$ cat src/rtl/ex_stage_if.sv
`default_nettype none
// ============================================================================
// Module   : ex_stage_if
// Brief    : ID/EX operand bus into the execute stage and EX/MEM write-back bus.
// Revision : 1.0
// ============================================================================
interface ex_stage_if #(
  parameter int DATA_W = 32,
  parameter int ADDR_W = 5
);
  logic              flush;
  logic [7:0]        ex_aluop;
  logic [2:0]        ex_alusel;
  logic [DATA_W-1:0] ex_rdata1;
  logic [DATA_W-1:0] ex_rdata2;
  logic [ADDR_W-1:0] ex_waddr;
  logic              ex_we;
  logic [ADDR_W-1:0] mem_waddr;
  logic              mem_we;
  logic [DATA_W-1:0] mem_wdata;
  logic              stall_req;

  modport master (
    output flush, ex_aluop, ex_alusel, ex_rdata1, ex_rdata2, ex_waddr, ex_we,
    input  mem_waddr, mem_we, mem_wdata, stall_req
  );

  modport slave (
    input  flush, ex_aluop, ex_alusel, ex_rdata1, ex_rdata2, ex_waddr, ex_we,
    output mem_waddr, mem_we, mem_wdata, stall_req
  );
endinterface
`default_nettype wire

$ cat src/rtl/ex_stage.sv
`default_nettype none
// ============================================================================
// Module   : ex_stage
// Brief    : Execute stage: single-cycle ALU plus iterative restoring divider.
// Revision : 1.0
// ============================================================================
module ex_stage #(
  parameter int DATA_W     = 32,
  parameter int ADDR_W     = 5,
  parameter int DIV_CYCLES = 32
) (
  input  wire logic  clk,
  input  wire logic  rst,
  ex_stage_if.slave  bus
);

  localparam logic [2:0] c_sel_logic = 3'b001;
  localparam logic [2:0] c_sel_shift = 3'b010;
  localparam logic [2:0] c_sel_arith = 3'b011;
  localparam logic [2:0] c_sel_div   = 3'b100;
  localparam logic [5:0] c_cnt_last  = 6'(DIV_CYCLES - 1);

  typedef enum logic [1:0] {
    S_IDLE = 2'd0,
    S_BUSY = 2'd1,
    S_DONE = 2'd2
  } state_t;

  state_t            r_state, w_next;
  logic [5:0]        r_cnt;
  logic [DATA_W-1:0] r_quot, r_rem, r_div;
  logic              r_neg_q, r_neg_r;

  logic [DATA_W-1:0] w_a, w_b, w_alu, w_abs_a, w_abs_b, w_q_out, w_r_out;
  logic [DATA_W:0]   w_shift_rem, w_trial;
  logic [4:0]        w_shamt;
  logic              w_is_div_op, w_signed, w_want_rem, w_a_neg, w_b_neg, w_class_ok;
  logic              w_start, w_we, w_stall;
  logic [DATA_W-1:0] w_wdata;

  assign w_a     = bus.ex_rdata1;
  assign w_b     = bus.ex_rdata2;
  assign w_shamt = w_b[4:0];

  assign w_is_div_op = (bus.ex_alusel == c_sel_div) &&
                       (bus.ex_aluop inside {8'h1A, 8'h1B, 8'h1C, 8'h1D});
  assign w_signed    = (bus.ex_aluop == 8'h1A) || (bus.ex_aluop == 8'h1C);
  assign w_want_rem  = (bus.ex_aluop == 8'h1C) || (bus.ex_aluop == 8'h1D);
  assign w_class_ok  = (bus.ex_alusel inside {c_sel_logic, c_sel_shift, c_sel_arith, c_sel_div});
  assign w_a_neg     = w_signed & w_a[DATA_W-1];
  assign w_b_neg     = w_signed & w_b[DATA_W-1];
  assign w_abs_a     = w_a_neg ? -w_a : w_a;
  assign w_abs_b     = w_b_neg ? -w_b : w_b;

  // Restoring step: shift in next dividend bit, keep the difference if it did not borrow.
  assign w_shift_rem = {r_rem, r_quot[DATA_W-1]};
  assign w_trial     = w_shift_rem - {1'b0, r_div};

  assign w_q_out = r_neg_q ? -r_quot : r_quot;
  assign w_r_out = r_neg_r ? -r_rem  : r_rem;

  always_comb begin
    w_alu = '0;
    case (bus.ex_alusel)
      c_sel_logic: begin
        case (bus.ex_aluop)
          8'h24:   w_alu = w_a & w_b;
          8'h25:   w_alu = w_a | w_b;
          8'h26:   w_alu = w_a ^ w_b;
          8'h27:   w_alu = ~(w_a | w_b);
          default: w_alu = '0;
        endcase
      end
      c_sel_shift: begin
        case (bus.ex_aluop)
          8'h00:   w_alu = w_a << w_shamt;
          8'h02:   w_alu = w_a >> w_shamt;
          8'h03:   w_alu = $unsigned($signed(w_a) >>> w_shamt);
          default: w_alu = '0;
        endcase
      end
      c_sel_arith: begin
        case (bus.ex_aluop)
          8'h20:   w_alu = w_a + w_b;
          8'h22:   w_alu = w_a - w_b;
          8'h2A:   w_alu = {{(DATA_W-1){1'b0}}, ($signed(w_a) < $signed(w_b))};
          8'h2B:   w_alu = {{(DATA_W-1){1'b0}}, (w_a < w_b)};
          default: w_alu = '0;
        endcase
      end
      default: w_alu = '0;
    endcase
  end

  always_comb begin
    w_next  = r_state;
    w_start = 1'b0;
    w_stall = 1'b0;
    w_we    = 1'b0;
    w_wdata = '0;
    case (r_state)
      S_IDLE: begin
        if (w_is_div_op) begin
          w_start = 1'b1;
          w_stall = 1'b1;
          w_next  = (w_b == '0) ? S_DONE : S_BUSY;
        end else begin
          w_we    = w_class_ok ? bus.ex_we : 1'b0;
          w_wdata = w_alu;
        end
      end
      S_BUSY: begin
        w_stall = 1'b1;
        if (r_cnt == c_cnt_last) w_next = S_DONE;
      end
      S_DONE: begin
        w_we    = bus.ex_we;
        w_wdata = w_want_rem ? w_r_out : w_q_out;
        w_next  = S_IDLE;
      end
      default: w_next = S_IDLE;
    endcase
    if (bus.flush) begin
      w_next  = S_IDLE;
      w_start = 1'b0;
      w_stall = 1'b0;
      w_we    = 1'b0;
      w_wdata = '0;
    end
  end

  always_ff @(posedge clk) begin
    if (!rst) begin
      r_state <= S_IDLE;
      r_cnt   <= '0;
      r_quot  <= '0;
      r_rem   <= '0;
      r_div   <= '0;
      r_neg_q <= 1'b0;
      r_neg_r <= 1'b0;
    end else begin
      r_state <= w_next;
      if (w_start) begin
        r_cnt <= '0;
        // Zero divisor: all-ones quotient and raw dividend as remainder, no sign fix-up.
        if (w_b == '0) begin
          r_quot  <= '1;
          r_rem   <= w_a;
          r_div   <= '0;
          r_neg_q <= 1'b0;
          r_neg_r <= 1'b0;
        end else begin
          r_quot  <= w_abs_a;
          r_rem   <= '0;
          r_div   <= w_abs_b;
          r_neg_q <= w_a_neg ^ w_b_neg;
          r_neg_r <= w_a_neg;
        end
      end else if (r_state == S_BUSY && !bus.flush) begin
        r_cnt <= r_cnt + 6'd1;
        if (!w_trial[DATA_W]) begin
          r_rem  <= w_trial[DATA_W-1:0];
          r_quot <= {r_quot[DATA_W-2:0], 1'b1};
        end else begin
          r_rem  <= w_shift_rem[DATA_W-1:0];
          r_quot <= {r_quot[DATA_W-2:0], 1'b0};
        end
      end
    end
  end

  assign bus.mem_waddr = bus.ex_waddr;
  assign bus.mem_we    = w_we;
  assign bus.mem_wdata = w_wdata;
  assign bus.stall_req = w_stall;

endmodule
`default_nettype wire
$ cat src/flat_wrapper.sv
// flat-port wrapper written by rule: the top's interface ports become plain ports
module ex_stage_flat 
#(
  parameter int DATA_W     = 32,
  parameter int ADDR_W     = 5,
  parameter int DIV_CYCLES = 32
)
  (clk, rst, bus_flush, bus_ex_aluop, bus_ex_alusel, bus_ex_rdata1, bus_ex_rdata2, bus_ex_waddr, bus_ex_we, bus_mem_waddr, bus_mem_we, bus_mem_wdata, bus_stall_req);
  ex_stage_if #(.DATA_W(DATA_W), .ADDR_W(ADDR_W)) bus_i ();
  input  wire logic clk;
  input  wire logic rst;
  input wire logic [$bits(bus_i.flush)-1:0] bus_flush;
  input wire logic [$bits(bus_i.ex_aluop)-1:0] bus_ex_aluop;
  input wire logic [$bits(bus_i.ex_alusel)-1:0] bus_ex_alusel;
  input wire logic [$bits(bus_i.ex_rdata1)-1:0] bus_ex_rdata1;
  input wire logic [$bits(bus_i.ex_rdata2)-1:0] bus_ex_rdata2;
  input wire logic [$bits(bus_i.ex_waddr)-1:0] bus_ex_waddr;
  input wire logic [$bits(bus_i.ex_we)-1:0] bus_ex_we;
  output wire logic [$bits(bus_i.mem_waddr)-1:0] bus_mem_waddr;
  output wire logic [$bits(bus_i.mem_we)-1:0] bus_mem_we;
  output wire logic [$bits(bus_i.mem_wdata)-1:0] bus_mem_wdata;
  output wire logic [$bits(bus_i.stall_req)-1:0] bus_stall_req;
  assign bus_i.flush = bus_flush;
  assign bus_i.ex_aluop = bus_ex_aluop;
  assign bus_i.ex_alusel = bus_ex_alusel;
  assign bus_i.ex_rdata1 = bus_ex_rdata1;
  assign bus_i.ex_rdata2 = bus_ex_rdata2;
  assign bus_i.ex_waddr = bus_ex_waddr;
  assign bus_i.ex_we = bus_ex_we;
  assign bus_mem_waddr = bus_i.mem_waddr;
  assign bus_mem_we = bus_i.mem_we;
  assign bus_mem_wdata = bus_i.mem_wdata;
  assign bus_stall_req = bus_i.stall_req;
  ex_stage #(.DATA_W(DATA_W), .ADDR_W(ADDR_W), .DIV_CYCLES(DIV_CYCLES)) u_core (.clk(clk), .rst(rst), .bus(bus_i));
endmodule
$ cat config.mk
export PLATFORM = sky130hd
export DESIGN_NAME = ex_stage_flat
export DESIGN_NICKNAME = d
export VERILOG_FILES = /design/src/rtl/ex_stage_if.sv /design/src/rtl/ex_stage.sv /design/src/flat_wrapper.sv
export SDC_FILE = /design/constraint.sdc
export NUM_CORES = 1
export LEC_CHECK = 0
export BUFFER_PORTS_ARGS = -buffer_cell sky130_fd_sc_hd__buf_2
export CAP_MARGIN = 20
export CORE_ASPECT_RATIO = 0.5
export CORE_MARGIN = 1.5
export CORE_UTILIZATION = 45
export DETAILED_ROUTE_END_ITERATION = 16
export GPL_TIMING_DRIVEN = 0
export PLACE_DENSITY_LB_ADDON = 0.2
export SLEW_MARGIN = 20
export SYNTH_ARGS = -nofsm -noshare
export SYNTH_HDL_FRONTEND = slang
export SYNTH_SLANG_ARGS = --single-unit
export TNS_END_PERCENT = 100
$ cat constraint.sdc
create_clock -name clk -period 10.3 [get_ports clk]
set_input_delay 0.515 -clock clk [delete_from_list [all_inputs] [get_ports clk]]
set_output_delay 0.515 -clock clk [all_outputs]
set_load 0.02 [all_outputs]
== Yosys cells after proc, flatten, opt, wreduce, memory -nomap -nowiden ==
Cells that the tools add are included.

* Shift operators: 3
* Muxes and demuxes: 36
* Multipliers: 0
* Div/mod/pow operators: 0
* $lt $le $gt $ge: 2
* Add/subtract/negate cells: 8
* Bitwise logic cells: 8
* Reductions and logical operators: 14
* Equal/unequal tests: 23

{| class="wikitable"
|+ Operators with widths
! cell !! number
|-
| 32-bit two-way mux || 15
|-
| 32-bit one-hot mux with 4 select lines || 2
|-
| 32-bit one-hot mux with 3 select lines || 2
|-
| 32-bit negator || 4
|-
| 8-bit by 6-bit equality test with 1-bit output, second input constant || 8
|-
| 32-bit less-than comparator || 2
|-
| 32-bit one-hot mux with 2 select lines || 1
|-
| 33-bit by 32-bit subtractor with 33-bit output || 1
|-
| 32-bit adder || 1
|-
| 32-bit AND || 1
|-
| 8-bit by 5-bit equality test with 1-bit output, second input constant || 4
|-
| 32-bit logical NOT || 1
|-
| 32-bit inverter || 1
|-
| 32-bit OR || 1
|-
| 32-bit by 5-bit << shifter with 32-bit output || 1
|-
| 32-bit by 5-bit right shift with 32-bit output || 1
|-
| 32-bit by 5-bit >>> shifter with 32-bit output || 1
|-
| 32-bit subtractor || 1
|-
| 32-bit XOR || 1
|-
| 8-bit by 2-bit equality test with 1-bit output, second input constant || 2
|-
| 1-bit two-way mux || 10
|-
| 8-bit logical NOT || 1
|-
| 4-bit nonzero test || 2
|-
| 6-bit by 1-bit adder with 6-bit output, second input constant || 1
|-
| other kinds (20) || 29
|}

* ROM bits: 0
* Latch bits: 0
* Bits in writable memories: 0
* Input bits: 84
* Logic and storage cells: 101
* Register bits: 106
* Memories: 0
* Output and inout bits: 39

== Longest topological paths before layout ==
* Depth in word-level cells: 7
* Depth in mapped cells: 16

== Worst setup path after synthesis ==
Ideal clock, no wire load.

* Path type: input -> output
* Start point: input bus_ex_rdata2[1]
* End point: output bus_mem_wdata[0]
* Path slack: 5.449 ns
* Data required time: 9.785 ns
* Path buffers: 2
* Arrival: 4.336 ns
* Cell stages on the path: 14
* Cell sequence: buf_1 -> inv_1 -> buf_1 -> fa_1 -> nor3b_1 -> o311ai_1 -> a31o_2 -> a31oi_1 -> a221o_1 -> a31o_2 -> a221oi_1 -> o311ai_0 -> a221o_1 -> a21oi_1

* Word-level cells in the longest chain between the ends: 6

{| class="wikitable"
|+ Ends and longest elaborated chain
! what !! RTL line !! source
|-
| from (decl) || flat_wrapper.sv:16 || <nowiki>input wire logic [$bits(bus_i.ex_rdata2)-1:0] bus_ex_rdata2;</nowiki>
|-
| 32-bit less-than comparator, or another cell as far along || ex_stage.sv:87 || <nowiki>8'h2B: w_alu = {{(DATA_W-1){1'b0}}, (w_a < w_b)};</nowiki>
|-
| 32-bit one-hot mux with 4 select lines or 32-bit one-hot mux with 3 select lines (tied branches) || ex_stage.sv:83, ex_stage.sv:75 ||
|-
| 32-bit one-hot mux with 3 select lines * || ex_stage.sv:64 || <nowiki>case (bus.ex_alusel)</nowiki>
|-
| 32-bit two-way mux * || ex_stage.sv:103 || <nowiki>if (w_is_div_op) begin</nowiki>
|-
| 32-bit one-hot mux with 2 select lines * || ex_stage.sv:101 || <nowiki>case (r_state)</nowiki>
|-
| 32-bit two-way mux * || ex_stage.sv:123 || <nowiki>if (bus.flush) begin</nowiki>
|-
| to (decl) || flat_wrapper.sv:21 || <nowiki>output wire logic [$bits(bus_i.mem_wdata)-1:0] bus_mem_wdata;</nowiki>
|}

Mark *: on every way between the ends. The rest lies on a longest branch, timed or not.

== Worst setup path after layout ==
* Start point: input bus_ex_rdata1[7]
* End point: output bus_mem_wdata[24]

* Word-level cells in the longest chain between the ends: 6

{| class="wikitable"
|+ Ends and longest elaborated chain
! what !! RTL line !! source
|-
| from (decl) || flat_wrapper.sv:15 || <nowiki>input wire logic [$bits(bus_i.ex_rdata1)-1:0] bus_ex_rdata1;</nowiki>
|-
| 32-bit subtractor, or another cell as far along || ex_stage.sv:85 || <nowiki>8'h22: w_alu = w_a - w_b;</nowiki>
|-
| 32-bit one-hot mux with 4 select lines or 32-bit one-hot mux with 3 select lines (tied branches) || ex_stage.sv:83, ex_stage.sv:75 ||
|-
| 32-bit one-hot mux with 3 select lines * || ex_stage.sv:64 ||
|-
| 32-bit two-way mux * || ex_stage.sv:103 ||
|-
| 32-bit one-hot mux with 2 select lines * || ex_stage.sv:101 ||
|-
| 32-bit two-way mux * || ex_stage.sv:123 ||
|}

Marks and branches as above.

==> impl_results.md <==
- Synthesized Nets: around 2800
- Static Leak: a little under 8 nW
- Net Sw Frac: a little over two fifths
- Largest net degree at the start of global routing: 18
- Vias post-DR: approximately 22000
- CTS Buf Count: 9
- Residual DRC: 0
- Prevailing post-synth register cell: dfxtp_1
- Seq cells post-synth: about 110
- CP Class: input port to primary output
- CP arrival: around 6.6 ns
- Post-DRT Antenna Nets: 0
- MaxCap Viol Count: 0
- GP Congestion: about 1.1
- Fin. max-slew vios: 0
- Die area: between 0.04 and 0.05 mm^2
- CP Max Fanout: 10
- Num rows: 52
- Crit path depth: 16
- Slew @ Worst Pin: 1.219 ns
- Final Hold Fails: 0
- Required time of the critical path: around 9.8 ns
- Wire per inst: 30.89 um
- Post-Syn Area: between 0.015 and 0.02 mm^2
- Top Ports: 123
- Syn. warnings: 0
- Number of global-route vias before repair: between 20000 and 25000
- Fin cells: between 3000 and 4000
- Commonest non-fill, non-tap cell in the layout: a21oi_1
- Share of cells above drive strength 1: 9.562%
- Leading cell types in the layout, fill and taps excluded: 274 x a21oi_1, 227 x o21ai_0, 212 x nor2_1, 194 x nand2_1, 176 x clkbuf_1
- Cell variety after synth: 87
- Synth Area per Inst: around 7.1 um^2
- Layout Nets: roughly 3000
- Fmax: about 140 MHz
- Vias per cell: ~6.8
- Post CTS Setup Buffer Count: 0
- Period utilization: between 60% and 70%
- CTS tree: built
- Setup TNS: 0 ns
- Hold slack: around 0.49 ns
- R2R depth: 14
- Final setup margin: 3.148 ns
- Tmin final: between 7 and 8 ns
- Cts hold-fix bufs: 0
- CTS sink cnt: between 100 and 150
- CTS clk-pin slew, worst paths: around 0.080 ns
- TritonRoute pass-1 iters: 7
- Mapped Cells: 2604
- CTS resizes: 0
- CTS max path bufs: 2
- Slowest-stage cell, CP: a2111oi_0
- Peak supply drop: roughly 73 uV
- EDFF count, synth: 0
- Pint: between 800 and 900 uW
- CTS H-Tree Depth: 3
- Seq/Total Area, Yosys: between 10% and 20%
- CP peak stage delay: 1.08 ns
- Core outline area: around 0.040 mm^2
- Net switching power: approximately 640 uW
- Die height: about 150 um
- Min-delay worst type: flop to flop
- DP HPWL: 82210 um
- Placed insts: between 3000 and 4000
- Fraction of registers with async set or reset after synthesis: 0%
- Root buf cell: clkbuf_16
- CP top delay family: compound AO/OA/AOI/OAI gates
- Initial DRC count: approximately 3700
- Global-route wire length before repair: roughly 140000 um
- Status: finished, final reports clean
- Logic pwr share: a little under half
- Clock power frac: around a quarter
- Buffers & Inverters on Critical Path: 5
- Power Total: about 1.5 mW
- Initial core utilization: 45.67%
- CP Launch Type: input port
- Area Overhead vs Synth: 9.024%
- Width of the die: roughly 290 um
- Initial antenna violation count: 5
- RSZ-0062 raised after global routing: false
- Overflow after GRT: 0
- Clock skew: about 0.0074 ns
- Final wirelength: 101400 um
- Place WS: around 3.6 ns
- Ordered list of cells on the worst path: buf_2 -> clkbuf_1 -> inv_1 -> ha_1 -> clkbuf_1 -> nor4_1 -> o311ai_1 -> a31o_2 -> a31oi_1 -> a221o_1 -> a21oi_1 -> o31ai_1 -> xnor2_1 -> a2111oi_0 -> o22ai_1 -> buf_2
- Finish-stage setup viols: 0
- IO buf count: between 100 and 150
- Hold Path Depth: 2
- Critical Path End Type: primary output
- Power density cells: 74.11 mW/mm^2
- Clk_lat worst skew: 0.36 ns
- Reg power frac: between 20 and 30%
- Total global-route track usage: 46.55%
- Slew headroom: between 15 and 20%
## worst min-delay path: cells and delay by family (launching register included)
kind | cells | cell delay, ns
flip-flops | 1 | 0.31
AO/OA/AOI/OAI | 1 | 0.07
AND/OR/NAND/NOR | 1 | 0.05
## per-stage QoR
stage / util [%] / instance area, um^2
floorplan: - / 18480
detailed placement: 48.95 / 19810
CTS: 49.75 / 20130
global route: 49.77 / 20140
global placement: 48.74 / 19720
finish: 49.79 / 20150
## registers in the layout, indices dropped and copies added, names as in the netlist
name,flops
u_core.r_state,2
u_core.r_neg_r,1
u_core.r_div,32
u_core.r_neg_q,1
u_core.r_cnt,6
u_core.r_quot,32
u_core.r_rem,32
## power by group through the flow
stage,clock network (mW),logic [mW],registers (mW)
floorplan,0,0.408,0.420
global placement,0,0.646,0.420
detailed placement,0,0.645,0.420
CTS,0.393,0.649,0.410
global route,0.407,0.710,0.410
finish,0.396,0.688,0.410
## cell usage after synthesis (all sizes together) (6+ instances only)
library cell	instances	area share, %
a21oi	274	7.4
o21ai	229	6.2
nor2	215	4.4
nand2	194	3.9
clkbuf	176	3.6
xnor2	162	7.7
inv	138	2.8
ha	137	9.3
dfxtp	106	11
mux2i	72	3.9
o22ai	66	2.2
nand3	62	1.7
mux4	53	6.5
xor2	51	2.4
buf	50	1.3
a211oi	49	2.0
nor3	46	1.2
nor2b	41	1.4
o31ai	41	1.7
a21o	37	1.5
a31oi	34	1.2
o211ai	34	1.4
or3	28	1.0
a21boi	18	0.73
nand4	17	0.58
o21a	17	0.69
nor4	16	0.58
o41ai	16	0.80
or4	16	0.71
o221ai	15	0.71
nand2b	14	0.47
and2	13	0.44
a221oi	12	0.57
o21bai	12	0.49
mux2	11	0.67
or2	11	0.37
a211o	10	0.47
a22o	8	0.38
and3	8	0.27
a221o	6	0.32
a22oi	6	0.24
nor4b	6	0.40
## metal layers
metal  up-vias  GRT usage (%)  share of wire, %
li1       9778              -                 -
met1     10760          63.04                41
met2      1601          66.15                40
met3       354          14.88                14
met4         2          22.69               6.0
met5         -              0            0.0069
## cell type report
cell class	instances	area, um^2
fill	4262	20320
multi-input combinational	2133	14980
sequential	106	2122
buffer	226	895.9
tap	540	675.6
timing repair buffer	120	623.1
inverter	139	521.8
clock buffer	10	239.0
clock inverter	6	87.58
antenna	4	10.01
## cells by family (layout without fill, tap and decap cells)
group,after synthesis,after routing,share of synthesized area (%)
fa+ha+maj,140,140,9.599
compound gates,940,940,31.84
simple gates,704,704,18.29
mux,136,136,11.03
other cells,0,4,0
xor+xnor,213,213,10.09
flops,106,106,11.48
buf+inv,365,501,7.670
## path summary, 6_finish.rpt
path / start / endpoint / slack [ns]
min: u_core.r_div[31]$_SDFFE_PN0P_ / u_core.r_div[31]$_SDFFE_PN0P_ / 0.49
max reg2reg: u_core.r_quot[31]$_SDFFE_PN0P_ / u_core.r_rem[29]$_SDFFE_PN0P_ / 5.94
min reg2reg: u_core.r_div[31]$_SDFFE_PN0P_ / u_core.r_div[31]$_SDFFE_PN0P_ / 0.49
max: bus_ex_rdata1[7] / bus_mem_wdata[24] / 3.15
Power figures use the tool's default switching activity.
